$ cat config.mk
export PLATFORM = sky130hd
export DESIGN_NAME = td4_exec_flat
export DESIGN_NICKNAME = d
export VERILOG_FILES = /design/src/rtl/td4_pkg.sv /design/src/rtl/td4_exec_if.sv /design/src/rtl/td4_step_gen.sv /design/src/rtl/td4_exec.sv /design/src/flat_wrapper.sv
export SDC_FILE = /design/constraint.sdc
export NUM_CORES = 1
export LEC_CHECK = 0
export ABC_AREA = 1
export CORE_MARGIN = 2
export CORE_UTILIZATION = 48
export DETAILED_ROUTE_END_ITERATION = 8
export PLACE_DENSITY = 0.76
export SLEW_MARGIN = 30
export SYNTH_ARGS = -nofsm -noshare
export SYNTH_HDL_FRONTEND = slang
export SYNTH_SLANG_ARGS = --single-unit
$ cat constraint.sdc
create_clock -name clk -period 1.4 [get_ports clk]
set_input_delay 0.35 -clock clk [delete_from_list [all_inputs] [get_ports clk]]
set_output_delay 0.35 -clock clk [all_outputs]
set_load 0.01 [all_outputs]
$ cat src/rtl/td4_pkg.sv
// Shared types and constants for the TD4 execution stage.
package td4_pkg;

  typedef logic [3:0] word_t;

  // The twelve defined TD4 opcodes (rom_data[7:4]).
  typedef enum logic [3:0] {
    OP_ADD_A  = 4'b0000,
    OP_MOV_AB = 4'b0001,
    OP_IN_A   = 4'b0010,
    OP_MOV_AI = 4'b0011,
    OP_MOV_BA = 4'b0100,
    OP_ADD_B  = 4'b0101,
    OP_IN_B   = 4'b0110,
    OP_MOV_BI = 4'b0111,
    OP_OUT_B  = 4'b1001,
    OP_OUT_I  = 4'b1011,
    OP_JNC    = 4'b1110,
    OP_JMP    = 4'b1111
  } op_e;

  // Data-selector codes as {sel_b, sel_a}.
  localparam logic [1:0] SEL_A    = 2'b00;
  localparam logic [1:0] SEL_B    = 2'b01;
  localparam logic [1:0] SEL_IN   = 2'b10;
  localparam logic [1:0] SEL_ZERO = 2'b11;

  // Width of the free-run prescaler; holds DIV-1 for DIV up to 2^24.
  localparam int unsigned STEP_CNT_W = 24;

endpackage

$ cat src/rtl/td4_exec_if.sv
// Bus between the TD4 execution stage and its surroundings:
// ROM, data selector, switches, LEDs and step controls.
interface td4_exec_if;
  import td4_pkg::*;

  logic [7:0] rom_data;
  word_t      in_port;
  word_t      sel_y;
  logic       step_mode;
  logic       step_req;
  logic       sel_a;
  logic       sel_b;
  word_t      reg_a;
  word_t      reg_b;
  word_t      out_port;
  word_t      pc;
  logic       carry;
  logic       step;

  // Environment side: ROM, selector, switches and step controls.
  modport master (
    output rom_data, in_port, sel_y, step_mode, step_req,
    input  sel_a, sel_b, reg_a, reg_b, out_port, pc, carry, step
  );

  // Execution-stage side.
  modport slave (
    input  rom_data, in_port, sel_y, step_mode, step_req,
    output sel_a, sel_b, reg_a, reg_b, out_port, pc, carry, step
  );

endinterface

$ cat src/rtl/td4_step_gen.sv
// Step pulse generator: free-running prescaler or debounced-by-sync
// manual single step. Produces a registered one-cycle step pulse.
module td4_step_gen
  import td4_pkg::*;
#(
  parameter int unsigned DIV = 1
) (
  input  logic clk,
  input  logic rst,
  input  logic step_mode,
  input  logic step_req,
  output logic step
);

  localparam logic [STEP_CNT_W-1:0] DIV_LAST = STEP_CNT_W'(DIV - 1);

  logic [STEP_CNT_W-1:0] cnt_q, cnt_d;
  logic sync1_q, sync1_d;
  logic sync2_q, sync2_d;
  logic hist_q, hist_d;
  logic mode_q, mode_d;
  logic step_q, step_d;

  // Next-state: prescaler in free-run, edge detect in manual, clear on mode change.
  always_comb begin
    cnt_d   = cnt_q;
    sync1_d = step_req;
    sync2_d = sync1_q;
    hist_d  = sync2_q;
    mode_d  = step_mode;
    step_d  = 1'b0;
    if (step_mode != mode_q) begin
      // Mode just changed: drop all history so no stale step leaks through.
      cnt_d   = '0;
      sync1_d = 1'b0;
      sync2_d = 1'b0;
      hist_d  = 1'b0;
    end else if (!step_mode) begin
      sync1_d = 1'b0;
      sync2_d = 1'b0;
      hist_d  = 1'b0;
      if (cnt_q == DIV_LAST) begin
        cnt_d  = '0;
        step_d = 1'b1;
      end else begin
        cnt_d = cnt_q + 1'b1;
      end
    end else begin
      cnt_d  = '0;
      step_d = sync2_q & ~hist_q;
    end
  end

  // State register with asynchronous reset.
  always_ff @(posedge clk or posedge rst) begin
    if (rst) begin
      cnt_q   <= '0;
      sync1_q <= 1'b0;
      sync2_q <= 1'b0;
      hist_q  <= 1'b0;
      mode_q  <= 1'b0;
      step_q  <= 1'b0;
    end else begin
      cnt_q   <= cnt_d;
      sync1_q <= sync1_d;
      sync2_q <= sync2_d;
      hist_q  <= hist_d;
      mode_q  <= mode_d;
      step_q  <= step_d;
    end
  end

  assign step = step_q;

endmodule

$ cat src/rtl/td4_exec.sv
// TD4 execution stage: decodes the ROM byte, drives the data selector,
// adds the immediate and commits A, B, OUT, PC and carry on each step.
module td4_exec
  import td4_pkg::*;
#(
  parameter int unsigned DIV = 1
) (
  input  logic          clk,
  input  logic          rst,
  td4_exec_if.slave     bus
);

  word_t a_q, a_d;
  word_t b_q, b_d;
  word_t out_q, out_d;
  word_t pc_q, pc_d;
  logic  carry_q, carry_d;

  logic       step;
  logic [3:0] op;
  word_t      imm;
  logic [4:0] sum_full;
  word_t      sum;
  logic       co;
  logic       ld_a, ld_b, ld_out, ld_pc;

  td4_step_gen #(.DIV(DIV)) u_step_gen (
    .clk       (clk),
    .rst       (rst),
    .step_mode (bus.step_mode),
    .step_req  (bus.step_req),
    .step      (step)
  );

  assign op  = bus.rom_data[7:4];
  assign imm = bus.rom_data[3:0];

  // Selector source: c0=A, c1=B, c2=in_port, c3=0.
  assign bus.sel_a = bus.rom_data[4] | bus.rom_data[7];
  assign bus.sel_b = bus.rom_data[5];

  assign sum_full = {1'b0, bus.sel_y} + {1'b0, imm};
  assign sum      = sum_full[3:0];
  assign co       = sum_full[4];

  // Decode load enables; undefined opcodes enable nothing.
  always_comb begin
    ld_a   = (op[3:2] == 2'b00);
    ld_b   = (op[3:2] == 2'b01);
    ld_out = (op == OP_OUT_B) || (op == OP_OUT_I);
    ld_pc  = (op == OP_JMP) || ((op == OP_JNC) && !carry_q);
  end

  // Next architectural state, committed only in a step cycle.
  always_comb begin
    a_d     = a_q;
    b_d     = b_q;
    out_d   = out_q;
    pc_d    = pc_q;
    carry_d = carry_q;
    if (step) begin
      if (ld_a)   a_d   = sum;
      if (ld_b)   b_d   = sum;
      if (ld_out) out_d = sum;
      pc_d    = ld_pc ? sum : pc_q + 1'b1;
      carry_d = co;
    end
  end

  // Architectural registers with asynchronous reset.
  always_ff @(posedge clk or posedge rst) begin
    if (rst) begin
      a_q     <= '0;
      b_q     <= '0;
      out_q   <= '0;
      pc_q    <= '0;
      carry_q <= 1'b0;
    end else begin
      a_q     <= a_d;
      b_q     <= b_d;
      out_q   <= out_d;
      pc_q    <= pc_d;
      carry_q <= carry_d;
    end
  end

  assign bus.reg_a    = a_q;
  assign bus.reg_b    = b_q;
  assign bus.out_port = out_q;
  assign bus.pc       = pc_q;
  assign bus.carry    = carry_q;
  assign bus.step     = step;

endmodule
$ cat src/flat_wrapper.sv
// flat-port wrapper written by rule: the top's interface ports become plain ports
module td4_exec_flat import td4_pkg::*;
#(
  parameter int unsigned DIV = 1
)
  (clk, rst, bus_rom_data, bus_in_port, bus_sel_y, bus_step_mode, bus_step_req, bus_sel_a, bus_sel_b, bus_reg_a, bus_reg_b, bus_out_port, bus_pc, bus_carry, bus_step);
  td4_exec_if bus_i ();
  input  logic clk;
  input  logic rst;
  input wire logic [$bits(bus_i.rom_data)-1:0] bus_rom_data;
  input wire logic [$bits(bus_i.in_port)-1:0] bus_in_port;
  input wire logic [$bits(bus_i.sel_y)-1:0] bus_sel_y;
  input wire logic [$bits(bus_i.step_mode)-1:0] bus_step_mode;
  input wire logic [$bits(bus_i.step_req)-1:0] bus_step_req;
  output wire logic [$bits(bus_i.sel_a)-1:0] bus_sel_a;
  output wire logic [$bits(bus_i.sel_b)-1:0] bus_sel_b;
  output wire logic [$bits(bus_i.reg_a)-1:0] bus_reg_a;
  output wire logic [$bits(bus_i.reg_b)-1:0] bus_reg_b;
  output wire logic [$bits(bus_i.out_port)-1:0] bus_out_port;
  output wire logic [$bits(bus_i.pc)-1:0] bus_pc;
  output wire logic [$bits(bus_i.carry)-1:0] bus_carry;
  output wire logic [$bits(bus_i.step)-1:0] bus_step;
  assign bus_i.rom_data = bus_rom_data;
  assign bus_i.in_port = bus_in_port;
  assign bus_i.sel_y = bus_sel_y;
  assign bus_i.step_mode = bus_step_mode;
  assign bus_i.step_req = bus_step_req;
  assign bus_sel_a = bus_i.sel_a;
  assign bus_sel_b = bus_i.sel_b;
  assign bus_reg_a = bus_i.reg_a;
  assign bus_reg_b = bus_i.reg_b;
  assign bus_out_port = bus_i.out_port;
  assign bus_pc = bus_i.pc;
  assign bus_carry = bus_i.carry;
  assign bus_step = bus_i.step;
  td4_exec #(.DIV(DIV)) u_core (.clk(clk), .rst(rst), .bus(bus_i));
endmodule
Word-level counts from Yosys, hierarchy flattened. Index checks and enable logic that the tools add are counted.

ROM bits: 0. Input port bits: 20. Register bits after elaboration: 46. Bits in writable memories: 0. Latch bits: 0. Output and inout bits: 20. Memories kept: 0.

Bitwise logic cells: 3. Equality and inequality tests: 6. Div/mod/pow operators: 0. Mux-type cells: 13. Shifts and indexed selects: 0. $lt $le $gt $ge: 0. $add $sub $neg: 3. Multipliers: 0. Reductions and logical operators: 9.

Operators with widths (count): $mux W24 (3); $add A24 B1 Y24 const B (1); $logic_not A24 Y1 (1); $eq A4 B4 Y1 const B (4); $mux W1 (9); $reduce_and A2 Y1 (3); $add A4 B4 Y5 (1); $add A4 B1 Y4 const B (1); $mux W4 (1); $eq A2 B1 Y1 const B (1); $logic_not A2 Y1 (1); $logic_or A1 B1 Y1 (2); $and A1 B1 Y1 (1); $logic_and A1 B1 Y1 (1); $logic_not A1 Y1 (1); $ne A1 B1 Y1 (1); $not A1 Y1 (1); $or A1 B1 Y1 (1).

Logic depth before layout (Yosys ltp).
Depth in word-level cells: 4. Depth in mapped cells: 9. Gate-level depth less buffers: 9.

Cells and area by module. Synthesis repeated with hierarchy kept, for this count alone.

Cells, all modules: 313. Area, all modules: 2453.6 µm².

By module, submodules not included: td4_step_gen (times used 1, area each 1571.5 µm², sequential area each 725.7 µm², cells an instance 206); td4_exec (times used 1, area each 882.1 µm², sequential area each 425.4 µm², cells an instance 107).

Least setup slack after synthesis. OpenSTA, ideal clock, no wires.

Path type: input to register. Start: input bus_sel_y[0]. End: register u_core.pc_q[2], in the netlist u_core.bus.pc[2]. Buffers on the path: 0. Library setup time: 0.082 ns. Stages on the path: 6. Data arrival time: 1.308 ns. Path slack: 0.010 ns. Path through: ha_1 -> inv_1 -> fa_1 -> xnor2_1 -> nand2_1 -> a31oi_1.

Cells in the longest elaborated chain, start to end: 2.

RTL lines: from (decl) (RTL line flat_wrapper.sv:12) `input wire logic [$bits(bus_i.sel_y)-1:0] bus_sel_y;`; $add A4 B4 Y5 (RTL line td4_exec.sv:42) `assign sum_full = {1'b0, bus.sel_y} + {1'b0, imm};`; $mux W4 (RTL line td4_exec.sv:65) `pc_d = ld_pc ? sum : pc_q + 1'b1;`; to (signal assigned) (RTL line td4_exec.sv:82) `pc_q <= pc_d;`; to (decl) (RTL line td4_exec.sv:16) `word_t pc_q, pc_d;`.

Every way passes these cells. A chain may end at the register's enable or synchronous reset.

Final worst setup path.
Start: register u_core.u_step_gen.cnt_q[1]. End: register u_core.u_step_gen.cnt_q[21].

Cells in the longest elaborated chain, start to end: 4. Elaborated cells between the ends (all ways): 5. Those cells by class: add/sub (1); mux (3); reduce/logical (1).

RTL lines: from (decl) (RTL line td4_step_gen.sv:17) `logic [STEP_CNT_W-1:0] cnt_q, cnt_d;`; from (signal assigned) (RTL line td4_step_gen.sv:64) `cnt_q <= cnt_d;`; $add A24 B1 Y24 / $logic_not A24 Y1 (equally long branches) (RTL line td4_step_gen.sv:46, td4_step_gen.sv:42); $mux W24 * (RTL line td4_step_gen.sv:42) `if (cnt_q == DIV_LAST) begin`; $mux W24 * (RTL line td4_step_gen.sv:38) `end else if (!step_mode) begin`; $mux W24 * (RTL line td4_step_gen.sv:32) `if (step_mode != mode_q) begin`; via u_core.u_step_gen.cnt_d[21] (RTL line td4_step_gen.sv:17).

The timed path passes the listed nets; every way through them passes the cells marked *.

==> results.txt <==
* Delay of the slowest cell on the worst path: roughly 0.43 ns
- The run finished, with violations left.
- In this run, synthesis inferred 0 flip-flops with an integrated enable.
* Hold bufs inserted after CTS: 0
- The analysis attributes to cell leakage a power of about 1.6 nW.
- Final worst path period need: 1.46 ns
- Final core area utilization: 70.0%
- Number of nets at the end of the flow: around 420
- Synthesis inferred 46 register bits.
- Clock tree from TritonCTS: done
- In this design, the critical path's most frequently occurring cell is nand3_2.
- CTS root buffer: clkbuf_8
* Logic depth of the worst register-to-register path: 9
* Critical R2R Capture: u_core.u_step_gen.cnt_q[21]$_DFF_PP0_
- Walking the worst path, the cells encountered are inv_2 -> ha_4 -> nand3_2 -> nor2_2 -> nand3_2 -> nand2_4 -> clkinvlp_4 -> nand2_1 -> nor2_1.
- Largest area contributor in the synthesized netlist: dfrtp_1
* Max Slew Vio Count: 0
- Leaving out filler cells and counting taps, the final layout contains about 460.
- Once detailed placement completed, the half-perimeter wirelength came to between 4 and 5 mm.
- Port Buf Inserts: 35
- The worst-case IR drop observed on VDD is between 0.4 and 0.5 mV.
* Kind of end point of the critical path: register
- Summing every instance area after synthesis gives roughly 0.0025 sq mm.
- Footprint of the multi-input gates: roughly 0.0014 sq mm
* Nature of the critical path startpoint: register
- For this block, the via count after detailed routing is around 2200.
* Die H: about 76 um
- When the netlist entered floorplanning its net count stood at 343.
- The core region is approximately 0.005 sq mm.
* Portion of the post-synthesis area used by sequential elements: 46.8%
- Cell at the slowest stage of the critical path: dfrtp_1
- The number of clock buffers added by TritonCTS is 5.
- The initial utilization of the core area, before any placement, comes to around half.
- At the pin with the least slew margin, the transition time is ~0.32 ns.
- Slack of the worst reg-to-reg path: -0.06 ns
- Total die area: 0.00571 sq mm
* Hold crit path type: in2async
- Hold Fails Final Rpt: 0
* DRT Pass-1 Iters: 4
- First-pass GRT wire length: slightly above 9 mm
- DRC: 0
- In the synthesized netlist the dominant register cell turns out to be dfrtp_1.
* Synth area leaders: dfrtp_1 47%, nand2_1 11%, nor2_1 10%
- In the synthesized netlist the async set-or-reset flop fraction comes to 100%.
- Final Setup Violations: 8
- Derived from the worst setup path, the maximum achievable clock frequency is a little under 700 MHz.
- Once placement completed, the tool counted placed cells totaling 442.
- Cells with a size suffix above 1 make up 28.0% of the layout.
- In this run the power density over the cells is just under 1000 mW/mm^2.
* Share of the synthesized area in the top cell type: between 40% and 50%
- The area growth from synthesis to layout is 42.5%.
- Count of distinct cell types in the synthesized netlist: 29
* Worst endpoint data arrival time: between 1.5 and 2 ns
* Final setup slack of the worst path: -0.0571 ns
- Pin count of the biggest net entering global routing: 47
* Synth Area per Inst: around 7.8 sq um
- Unrepaired setup endpoints after global routing: yes
* Critical path fanouts, max: 5
- Counting every instance in the synthesized netlist gives between 300 and 400.
- Htree depth: 2
- The clock passes through at most 2 buffers.
* Antenna violations before repair: 0
- In this run the count of I/O pins placed on the die edge is 40.
- Period Utilization, post-route: 104%
* Number of DRC violations after detailed-routing iteration 0: 97
* Remaining global-route overflow: 0
- Headroom to the max-slew limit: about four fifths
* CTS sink count: 46
- Dividing the detail-routed wire length by the instance count gives about 13 um.
- Horizontal die dimension: about 76 um
- The sequential cells in the finished layout cover a total of between 0.001 and 0.0015 sq mm.
- The worst register-to-register path begins at u_core.u_step_gen.cnt_q[1]$_DFF_PP0_.
- Clock network latency to the later pin of the worst-skew pair: roughly 0.30 ns
* Antenna Nets Post-Route: 0
- # fillers: around 400
- After clock tree synthesis, the clock-pin slew on the worst setup and hold paths is 0.09 ns.
- Vias/cell: 4.90
- The clock arrives with between 0.006 and 0.007 ns of skew.
- Global routing usage summed across all routing layers: between 20 and 25%
- Vias in the first global route: roughly 2100
- Data on the critical path is required at its endpoint by around 1.6 ns.
- Max Cap Violations: 0
* YS warnings: 0
* Startpoint-to-endpoint class of the critical path: reg2reg
- Routed WL: roughly 5.9 mm
* Number of antenna cells inserted: 0
- Violated checks: negative setup slack
* Number of placement rows: 26
* Gp weighted congestion: about 0.9
## cells in the final DEF (no fill, tap or decap), types with 5 or more instances in the layout
master and instances:
buf_4 27, dlygate4sd2_1 22, nand2_2 9, nand3_1 7, nor2_4 6, nor2_1 59, buf_6 5, clkbuf_8 5
dfrtp_1 44, o21ai_0 9, xor2_1 6, nand2_1 68, clkdlybuf4s50_1 7, inv_2 5, inv_1 27, nand3_2 8
nor2_2 12
## final cells by class
class | instances | share of cell area (%)
multi-input cells | 231 | 39.3
flip-flops and latches | 46 | 32.9
repair buffers | 68 | 17.2
inverters | 35 | 3.93
well taps | 70 | 2.50
clock buffers | 5 | 1.96
clock inverters | 3 | 1.96
repair inverters | 1 | 0.214
## cell families (layout without fill, tap and decap cells)
family          Yosys count  after routing  share of synthesized area [%]
compound gates           25             25                           5.49
xor+xnor                 10             10                           3.56
fa+ha+maj                 8              8                           4.37
buf+inv                  38            112                           6.15
flops                    46             46                           46.8
simple gates            188            188                           33.6
## cells in the mapped netlist, types with 3 or more instances
master and count:
o21ai_0 14, nor2_2 9, nand2_2 5, inv_1 32, nand2_1 75, xor2_1 6
nand3b_1 4, dfrtp_1 46, ha_1 7, nand3_2 3, nor3_1 5, nand3_1 13
a21oi_1 6, nor2_1 67, xnor2_1 4
## per-layer routing
layer	GRT usage [%]	routed length (um)	up-vias
li1	-	-	1130
met3	3.44	262	11
met5	0	0	-
met2	38.9	3070	57
met1	26.6	2470	1049
met4	6.82	140	0
## per-stage QoR
| stage | cell area [sq um] | worst slack [ns] | total power, mW | setup TNS [ns] | hold slack (ns) |
|---|---|---|---|---|---|
| 6_report | 3500 | -0.0571 | 3.48 | -0.327 | 0.435 |
| 5_1_grt | 3500 | -0.139 | 3.64 | -2.04 | 0.462 |
| 4_1_cts | 3340 | -0.0425 | 3.46 | -0.186 | 0.451 |
| 3_5_place_dp | 3080 | -0.550 | 2.37 | -8.82 | 0.452 |
| 3_3_place_gp | 3080 | -0.534 | 2.35 | -7.72 | 0.449 |
| 2_1_floorplan | 2460 | 0.0101 | 1.89 | 0 | 0.367 |
## worst max-delay path: cells and delay by family, from the launching register on
family / cells / cell delay [ns]
flops: 1 / 0.43
simple gates: 6 / 0.54
fa+ha+maj: 1 / 0.14
buf+inv: 2 / 0.24
## registers in the layout (all words and copies together) (netlist names)
signal / count
u_core.u_step_gen.cnt_q: 24
u_core.bus.out_port: 4
u_core.bus.pc: 4
u_core.bus.reg_a: 4
u_core.bus.reg_b: 4
u_core.bus.carry: 1
u_core.u_step_gen.hist_q: 1
u_core.u_step_gen.mode_q: 1
u_core.u_step_gen.step: 1
u_core.u_step_gen.sync1_q: 1
u_core.u_step_gen.sync2_q: 1
## report_power, final
part | internal [mW] | leakage (nW) | switching, mW
Combinational | 0.367 | 0.926 | 0.380
Clock | 0.715 | 0.0683 | 0.473
Sequential | 1.46 | 0.607 | 0.0826
## how the worst max path moves through the flow
stage,from,to,slack [ns],cells after the start
floorplan,bus_sel_y[0],u_core.bus.pc[2]$_DFFE_PP0P_,0.01,6
global route,u_core.u_step_gen.cnt_q[1]$_DFF_PP0_,u_core.u_step_gen.cnt_q[21]$_DFF_PP0_,-0.14,9
CTS,u_core.u_step_gen.cnt_q[1]$_DFF_PP0_,u_core.u_step_gen.cnt_q[21]$_DFF_PP0_,-0.04,9
detailed placement,bus_sel_y[0],u_core.bus.out_port[2]$_DFFE_PP0P_,-0.55,7
global placement,bus_sel_y[0],u_core.bus.pc[2]$_DFFE_PP0P_,-0.53,7
finish,u_core.u_step_gen.cnt_q[1]$_DFF_PP0_,u_core.u_step_gen.cnt_q[21]$_DFF_PP0_,-0.06,9
## repair_timing
item | 4_1_cts | 5_1_grt
cloned | 1 | 0
resized for setup | 59 | 40
pin swaps | 14 | 11
setup endpoints to repair | 57 | 42
setup buffers | 4 | 4
Note: power is estimated with default switching activity, not from simulation.
